### config.mk
export PLATFORM = sky130hd
export DESIGN_NAME = dmem_responder
export DESIGN_NICKNAME = d
export VERILOG_FILES = /design/src/rtl/dmem_responder.sv
export SDC_FILE = /design/constraint.sdc
export NUM_CORES = 2
export LEC_CHECK = 0
export CORE_MARGIN = 1.5
export CORE_UTILIZATION = 51
export DETAILED_ROUTE_END_ITERATION = 12
export GPL_ROUTABILITY_DRIVEN = 0
export PLACE_DENSITY_LB_ADDON = 0.15
export SETUP_SLACK_MARGIN = 0.05
export SYNTH_ARGS = -nofsm -noshare
export SYNTH_HDL_FRONTEND = slang
export SYNTH_SLANG_ARGS = --single-unit
### constraint.sdc
create_clock -name clk -period 3.35 [get_ports clk]
set_input_delay 0.335 -clock clk [delete_from_list [all_inputs] [get_ports clk]]
set_output_delay 0.335 -clock clk [all_outputs]
set_load 0.05 [all_outputs]
### src/rtl/dmem_responder.sv
// Data-memory responder for a processor test harness: byte-lane memory with fixed
// wait states, a one-cycle completion strobe and sticky pass/fail mailbox flags.
module dmem_responder #(
   parameter int          DEPTH_WORDS = 64,
   parameter int          WAIT_CYCLES = 1,
   parameter logic [31:0] MAILBOX_ADR = 32'd44,
   parameter logic [31:0] PASS_VALUE  = 32'hFFFF_FFFD
) (
   input  logic        clk,
   input  logic        reset,
   input  logic        req_valid,
   input  logic        MemWrite,
   input  logic [31:0] DataAdr,
   input  logic [31:0] WriteData,
   input  logic [3:0]  ByteEn,
   output logic        req_ready,
   output logic        rsp_valid,
   output logic [31:0] ReadData,
   output logic        done,
   output logic        pass,
   output logic        fail
);

   localparam int IdxW = (DEPTH_WORDS > 1) ? $clog2(DEPTH_WORDS) : 1;

   typedef enum logic [1:0] {IDLE, WAIT, RESP} stateT;

   stateT       state;
   logic [3:0]  waitCnt;

   logic        capWrite;
   logic [31:0] capAdr;
   logic [31:0] capData;
   logic [3:0]  capBe;

   logic [31:0] mem [DEPTH_WORDS];

   logic        accept;
   logic        enterResp;
   logic        selWrite;
   logic [31:0] selAdr;
   logic [31:0] selData;
   logic [3:0]  selBe;
   logic [29:0] selWord;
   logic [IdxW-1:0] selIdx;
   logic        selAligned;
   logic        selInRange;
   logic        mailboxHit;
   logic        passEvent;
   logic        failEvent;
   logic [31:0] loadValue;

   assign accept    = (state == IDLE) && req_valid && req_ready;
   assign enterResp = (accept && (WAIT_CYCLES == 0)) || ((state == WAIT) && (waitCnt == 4'd1));

   // With zero wait states the response is formed on the accept edge itself, so
   // the live request is used before it has been captured.
   // NOTE: every signal assigned in always_comb gets a default first, so no latch is inferred.
   always_comb begin
      selWrite = capWrite;
      selAdr   = capAdr;
      selData  = capData;
      selBe    = capBe;
      if (state == IDLE) begin
         selWrite = MemWrite;
         selAdr   = DataAdr;
         selData  = WriteData;
         selBe    = ByteEn;
      end
   end

   assign selWord    = selAdr[31:2];
   assign selIdx     = selWord[IdxW-1:0];
   assign selAligned = (selAdr[1:0] == 2'b00);
   assign selInRange = ({2'b00, selWord} < 32'(DEPTH_WORDS));

   assign mailboxHit = selWrite && selAligned && (selAdr == MAILBOX_ADR);
   assign passEvent  = mailboxHit && (selBe == 4'hF) && (selData == PASS_VALUE);
   assign failEvent  = !selAligned || (mailboxHit && !passEvent);
   assign loadValue  = (!selWrite && selAligned && selInRange) ? mem[selIdx] : 32'd0;

   // NOTE: sequential state uses non-blocking assignments so every flop samples pre-edge values.
   always_ff @(posedge clk) begin
      if (reset) begin
         state     <= IDLE;
         waitCnt   <= 4'd0;
         req_ready <= 1'b1;
         rsp_valid <= 1'b0;
         ReadData  <= 32'd0;
         done      <= 1'b0;
         pass      <= 1'b0;
         fail      <= 1'b0;
      end else begin
         if (enterResp) begin
            rsp_valid <= 1'b1;
            ReadData  <= loadValue;
            if (passEvent) begin
               pass <= 1'b1;
               done <= 1'b1;
            end
            if (failEvent) begin
               fail <= 1'b1;
               done <= 1'b1;
            end
         end

         case (state)
            IDLE: begin
               if (accept) begin
                  req_ready <= 1'b0;
                  waitCnt   <= 4'(WAIT_CYCLES);
                  state     <= (WAIT_CYCLES == 0) ? RESP : WAIT;
               end
            end
            WAIT: begin
               waitCnt <= waitCnt - 4'd1;
               if (waitCnt == 4'd1) begin
                  state <= RESP;
               end
            end
            RESP: begin
               rsp_valid <= 1'b0;
               ReadData  <= 32'd0;
               req_ready <= 1'b1;
               state     <= IDLE;
            end
            default: begin
               state     <= IDLE;
               req_ready <= 1'b1;
            end
         endcase
      end
   end

   always_ff @(posedge clk) begin
      if (accept) begin
         capWrite <= MemWrite;
         capAdr   <= DataAdr;
         capData  <= WriteData;
         capBe    <= ByteEn;
      end
   end

   // Stores commit on the edge that closes the RESP cycle, so a reset during RESP
   // aborts them cleanly.
   // NOTE: the memory array has no reset; its contents survive reset by design.
   always_ff @(posedge clk) begin
      if (!reset && (state == RESP) && selWrite && selAligned && selInRange) begin
         for (int b = 0; b < 4; b++) begin
            if (selBe[b]) begin
               mem[selIdx][8*b +: 8] <= selData[8*b +: 8];
            end
         end
      end
   end

endmodule

# ---- After elaboration in Yosys (flattened, before gate mapping)
# Memories as Yosys holds them, arrays and structs flattened.
# Index checks and enable logic that the tools add are counted.
dict set report word_totals {
  register_bits 112
  latch_bits 0
  mem_bits_rw 2048
  rom_bits 0
  out_inout_bits 37
  wordCells 80
  memories 1
}
dict set report classes {
  add_sub_neg 1
  mul 0
  div 0
  magnitude_cmp 1
  n_eq_ne 8
  n_shift 0
  muxes 26
  n_bitwise 1
  n_reduce_logical 30
}
# name depth width rd rd_ports_with_merged_regs write_ports line_no
set mem_list {}
lappend mem_list {mem 64 32 1 0 1 36} ;# logic [31:0] mem [DEPTH_WORDS];
# op count
set ops {}
lappend ops {{$mux 32} 3}
lappend ops {{$eq 32x32->1 const B} 1}
lappend ops {{$eq 32x6->1 const B} 1}
lappend ops {{$lt 30x7->1 const B} 1}
lappend ops {{$mux 1} 16}
lappend ops {{$logic_and 1x1->1} 14}
lappend ops {{$reduce_and 2->1} 6}
lappend ops {{$mux 4} 2}
lappend ops {{$pmux 4 s2} 1}
lappend ops {{$eq 4x1->1 const B} 1}
lappend ops {{$eq 4x4->1 const B} 1}
lappend ops {{$logic_not 1->1} 4}
lappend ops {{$logic_not 2->1} 2}
lappend ops {{$mux 2} 2}
lappend ops {{$pmux 2 s2} 1}
lappend ops {{$reduce_bool 2->1} 2}
lappend ops {{$sub 4x1->4 const B} 1}
lappend ops {{$eq 2x1->1 const B} 1}
lappend ops {{$eq 2x2->1 const B} 1}
lappend ops {{$ne 2x1->1 const B} 1}
lappend ops {{$ne 2x2->1 const B} 1}
lappend ops {{$pmux 1 s2} 1}
lappend ops {{$reduce_or 2->1} 1}
lappend ops {{$logic_or 1x1->1} 1}
lappend ops {{$not 1->1} 1}

# ---- Logic depth before layout (Yosys ltp)
dict set report logic_depth {
  ltp_word 12
  mapped_depth 14
}

# ---- Worst setup path after synthesis
# OpenSTA, ideal clock, no wires.
dict set report synth_timing {
  kind {reg2reg}
  start {register state[1]}
  end {register waitCnt[3]}
  setup_ns 0.128
  t_arrival_ns 3.333
  slack_ns -0.110
  stages_incl_launch_ff 10
  cell_sequence {dfxtp_1 buf_2 nor2_1 buf_2 buf_1 nand3_1 inv_1 nor3_1 a21oi_1 nor2_1}
}
dict set report synth_between {
  elab_chain_len 5
}
# item line_no
set synth_lines {}
lappend synth_lines {{start, declared} 28} ;# stateT state;
lappend synth_lines {{start signal, assigned} 112} ;# state <= (WAIT_CYCLES == 0) ? RESP : WAIT;
lappend synth_lines {{$logic_not 2->1} 53} ;# assign accept = (state == IDLE) && req_valid && req_ready;
lappend synth_lines {{$logic_and 1x1->1 (2 in series)} 53}
lappend synth_lines {{via accept} 38} ;# logic accept;
lappend synth_lines {{$ne 2x2->1 (no source line)} --}
lappend synth_lines {{$reduce_and 2->1 (no source line)} --}
lappend synth_lines {{end signal, assigned} 111} ;# waitCnt <= 4'(WAIT_CYCLES);
lappend synth_lines {{end signal, assigned} 116} ;# waitCnt <= waitCnt - 4'd1;
lappend synth_lines {{end, declared} 29} ;# logic [3:0] waitCnt;
# The timed path passes the listed nets, and every way through them passes these cells.
# A chain may end at the register's enable or synchronous reset.

# ---- Final worst setup path
dict set report layout_timing {
  start {register state[1]}
  end {register ReadData[19]}
}
dict set report layout_between {
  elab_chain_len 6
}
# item line_no
set layout_lines {}
lappend layout_lines {{parallel branches: the longest is 6 deep, another holds $lt 30x7->1} --}
lappend layout_lines {{end signal, assigned} 96} ;# ReadData <= loadValue;
lappend layout_lines {{end, declared} 18} ;# output logic [31:0] ReadData,
# Parallel ways; which one is timed is not known.

==> run_summary.xml <==
<?xml version="1.0" encoding="UTF-8"?>
<metrics>
  <group name="status">
    <metric name="outcome" unit="">complete, no violations</metric>
  </group>
  <group name="sta">
    <metric name="final_min_period_over_clock_period" unit="%">96.8</metric>
    <metric name="setup_violations" unit="">0</metric>
    <metric name="tightest_slew" unit="ns">1.05</metric>
    <metric name="final_worst_path_period_need" unit="ns">3.24</metric>
    <metric name="fmaxAchievable" unit="MHz">308</metric>
    <metric name="finClkSkew" unit="ns">0.0346</metric>
    <metric name="setup_repair_after_global_routing_missed_its_margin" unit="">yes</metric>
    <metric name="worst_slew_margin_rel" unit="%">29.9</metric>
    <metric name="finalMaxSlewViolations" unit="">0</metric>
    <metric name="hold_viol_final" unit="">0</metric>
    <metric name="worst_hold_slack" unit="ns">0.0507</metric>
  </group>
  <group name="worst_setup_path">
    <metric name="crit_path_max_fanout" unit="">39</metric>
    <metric name="criticalPathCategory" unit="">reg -&gt; reg</metric>
    <metric name="cp_data_required_time" unit="ns">4.14</metric>
    <metric name="arrival" unit="ns">4.03</metric>
    <metric name="crit_path_end_kind" unit="">flip-flop</metric>
    <metric name="cp-start-kind" unit="">flip-flop</metric>
  </group>
  <group name="logic_synthesis">
    <metric name="yosys_warnings" unit="">0</metric>
    <metric name="synth_enable_flop_cells" unit="">2117</metric>
    <metric name="post_synth_inst_count" unit="">5611</metric>
    <metric name="synth_fp_nets" unit="">5685</metric>
    <metric name="yosys_register_bits" unit="">2160</metric>
    <metric name="synth_seq_area_share" unit="%">78.2</metric>
    <metric name="synth_async_sr_flop_share" unit="%">0</metric>
    <metric name="ys_dominant_reg_cell" unit="">edfxtp_1</metric>
    <metric name="synth_cell_types" unit="">71</metric>
    <metric name="synth_area_per_inst" unit="µm²">14.7</metric>
    <metric name="synth_area" unit="µm²">82400</metric>
  </group>
  <group name="global_routing">
    <metric name="first_global_vias" unit="">54210</metric>
    <metric name="globalRouteTotalUtil" unit="%">32.9</metric>
    <metric name="wire_length_of_the_first_global_routing_pass" unit="µm">386000</metric>
    <metric name="grt.overflow.total" unit="">0</metric>
    <metric name="antenna_found_initial" unit="">6</metric>
    <metric name="grt_start_max_net_pins" unit="">65</metric>
  </group>
  <group name="hold_path">
    <metric name="min_path_type" unit="">in -&gt; reg</metric>
  </group>
  <group name="route">
    <metric name="routed_wire_length_per_instance" unit="µm">31.1</metric>
    <metric name="drc_violations_left" unit="">0</metric>
    <metric name="dr.pass1.iters" unit="">6</metric>
    <metric name="drt_iter0_markers" unit="">7656</metric>
    <metric name="drtAntennaViolNets" unit="">0</metric>
    <metric name="num_vias" unit="">56148</metric>
    <metric name="detail_route.wirelength" unit="µm">272000</metric>
    <metric name="avgViaCountPerCell" unit="">6.42</metric>
  </group>
  <group name="clock_tree">
    <metric name="cts_htree_levels" unit="">4</metric>
    <metric name="worst_skew_pair.late_latency" unit="ns">0.87</metric>
    <metric name="cts.sinks" unit="">2160</metric>
    <metric name="cts_tree" unit="">done</metric>
    <metric name="cts-root-to-sink-buffers" unit="">3</metric>
    <metric name="cts-root-buf" unit="">clkbuf_16</metric>
    <metric name="numCtsBuffers" unit="">210</metric>
    <metric name="clk_pin_slew_worst_paths" unit="ns">0.06</metric>
  </group>
  <group name="placement">
    <metric name="dp_hpwl" unit="µm">172000</metric>
    <metric name="placement.cell_area" unit="µm²">92700</metric>
    <metric name="port_buffers" unit="">108</metric>
    <metric name="dp_cells" unit="">8346</metric>
  </group>
  <group name="flow_run">
    <metric name="maxCapViolations" unit="">0</metric>
  </group>
  <group name="die">
    <metric name="design.portCount" unit="">109</metric>
    <metric name="effective_utilization_at_floorplan" unit="%">51.3</metric>
    <metric name="die_area" unit="µm²">164000</metric>
    <metric name="die_w" unit="µm">405</metric>
    <metric name="dieHeight" unit="µm">405</metric>
    <metric name="row_count" unit="">147</metric>
    <metric name="core_area" unit="µm²">161000</metric>
  </group>
  <group name="layout">
    <metric name="post_route_cells_drive_above_1_share" unit="%">21.0</metric>
    <metric name="num-nets-final" unit="">6477</metric>
    <metric name="area_growth" unit="%">22.0</metric>
    <metric name="post_layout_nonfiller_instances" unit="">8752</metric>
    <metric name="most-common-layout-cells" unit="">edfxtp_1, nand2_1, buf_4</metric>
    <metric name="fillCellCount" unit="">11878</metric>
    <metric name="finalInstanceArea" unit="µm²">101000</metric>
    <metric name="mostFrequentLayoutCell" unit="">edfxtp_1</metric>
  </group>
  <group name="power">
    <metric name="leakagePower" unit="nW">33.8</metric>
    <metric name="pwrdens" unit="nW/µm²">618</metric>
    <metric name="max-vdd-ir-drop" unit="V">0.000618</metric>
  </group>
</metrics>
## kinds of logic after synthesis
family / Yosys count / share of synthesized area (%)
mux: 70 / 0.923
xor+xnor: 1 / 0.0106
fa+ha+maj: 2 / 0.0303
flops: 2160 / 78.2
simple gates: 1697 / 8.80
buf+inv: 412 / 2.20
compound gates: 1269 / 9.88
## critical path, stage by stage, from the launching register on
cell and delay, ns:
dfxtp_1 0.34, or2_4 0.20, buf_12 0.22, mux2_8 0.49, buf_16 0.21, buf_4 0.22
o21ai_0 0.19, nor4b_2 0.30, buf_4 0.17, o22ai_1 0.08, nor4_2 0.37, buf_4 0.17
a32o_1 0.14
## sequential cells by signal (all words and copies together), names as in the netlist
signal / cells
waitCnt: 4
capData: 32
pass: 1
fail: 1
capWrite: 1
done: 1
rsp_valid: 1
capBe: 4
state: 2
ReadData: 32
capAdr: 32
req_ready: 1
mem: 2048
## timing repair
| action | in CTS | in global routing |
|---|---|---|
| pin swaps | 1 | 1 |
| endpoints found under the setup margin | 1878 | 1702 |
| gates cloned | 0 | 3 |
| setup buffers | 2 | 0 |
| hold buffers | 0 | 0 |
| gates resized for setup | 11 | 143 |
## cell type report
type / instances / area, µm² / share of cell area [%]
Inverter: 12 / 48.8 / 0.0485
Multi-Input combinational cell: 3039 / 17300 / 17.2
Sequential cell: 2160 / 64400 / 64.1
Timing Repair Buffer: 980 / 9160 / 9.11
Antenna cell: 5 / 12.5 / 0.0124
Clock inverter: 127 / 1370 / 1.36
Clock buffer: 269 / 5590 / 5.56
Tap cell: 2160 / 2700 / 2.69
## metal layers
| metal | track usage, % | vias up | share of wire, % |
|---|---|---|---|
| met5 | 0 | - | 0.0081 |
| met4 | 12.3 | 4 | 4.0 |
| met3 | 6.06 | 597 | 11 |
| met2 | 51.7 | 3888 | 47 |
| met1 | 46.0 | 28199 | 38 |
| li1 | - | 23460 | - |
## worst paths after layout
| path | startpoint | endpoint | slack, ns | depth (start not counted) |
|---|---|---|---|---|
| setup reg to reg | state[1] | ReadData[19] | 0.11 | 12 |
| hold reg to reg | pass | pass | 0.47 | 2 |
| hold / removal | WriteData[29] | capData[29] | 0.05 | 1 |
| setup / recovery | state[1] | ReadData[19] | 0.11 | 12 |
## cells in the mapped netlist (22+ instances only)
cell type  instances  area [µm²]
a21oi_1          345        1730
a22o_1            22         193
a31oi_1          111         694
a32oi_1          124        1090
buf_1             98         368
buf_2            170         851
clkbuf_1         122         458
dfxtp_1           43         861
edfxtp_1        2117       63600
mux2i_1           58         581
nand2_1          934        3510
nand3_1          113         566
nor2_1           259         972
nor3_1           239        1200
nor4_1            72         450
o21ai_0           86         430
o221ai_1          36         315
o22ai_1          398        2490
## metrics by stage
step / util, % / total power [W] / TNS, ns / worst slack [ns]
after floorplan: - / 0.0344 / 0 / 0.0224
after global placement: 57.8 / 0.0384 / -750.87 / -0.464
after detailed placement: 57.8 / 0.0385 / -742.50 / -0.480
after CTS: 62.1 / 0.0620 / 0 / 0.0161
after global routing: 62.6 / 0.0635 / -0.0257 / -0.0257
final: 62.6 / 0.0621 / 0 / 0.107
## report_power, final
part / switching, W / internal [W]
logic: 0.00536 / 0.00217
clock network: 0.0103 / 0.0137
registers: 0.0000395 / 0.0306
total: 0.0157 / 0.0464
(Power assumes the default switching activity.)
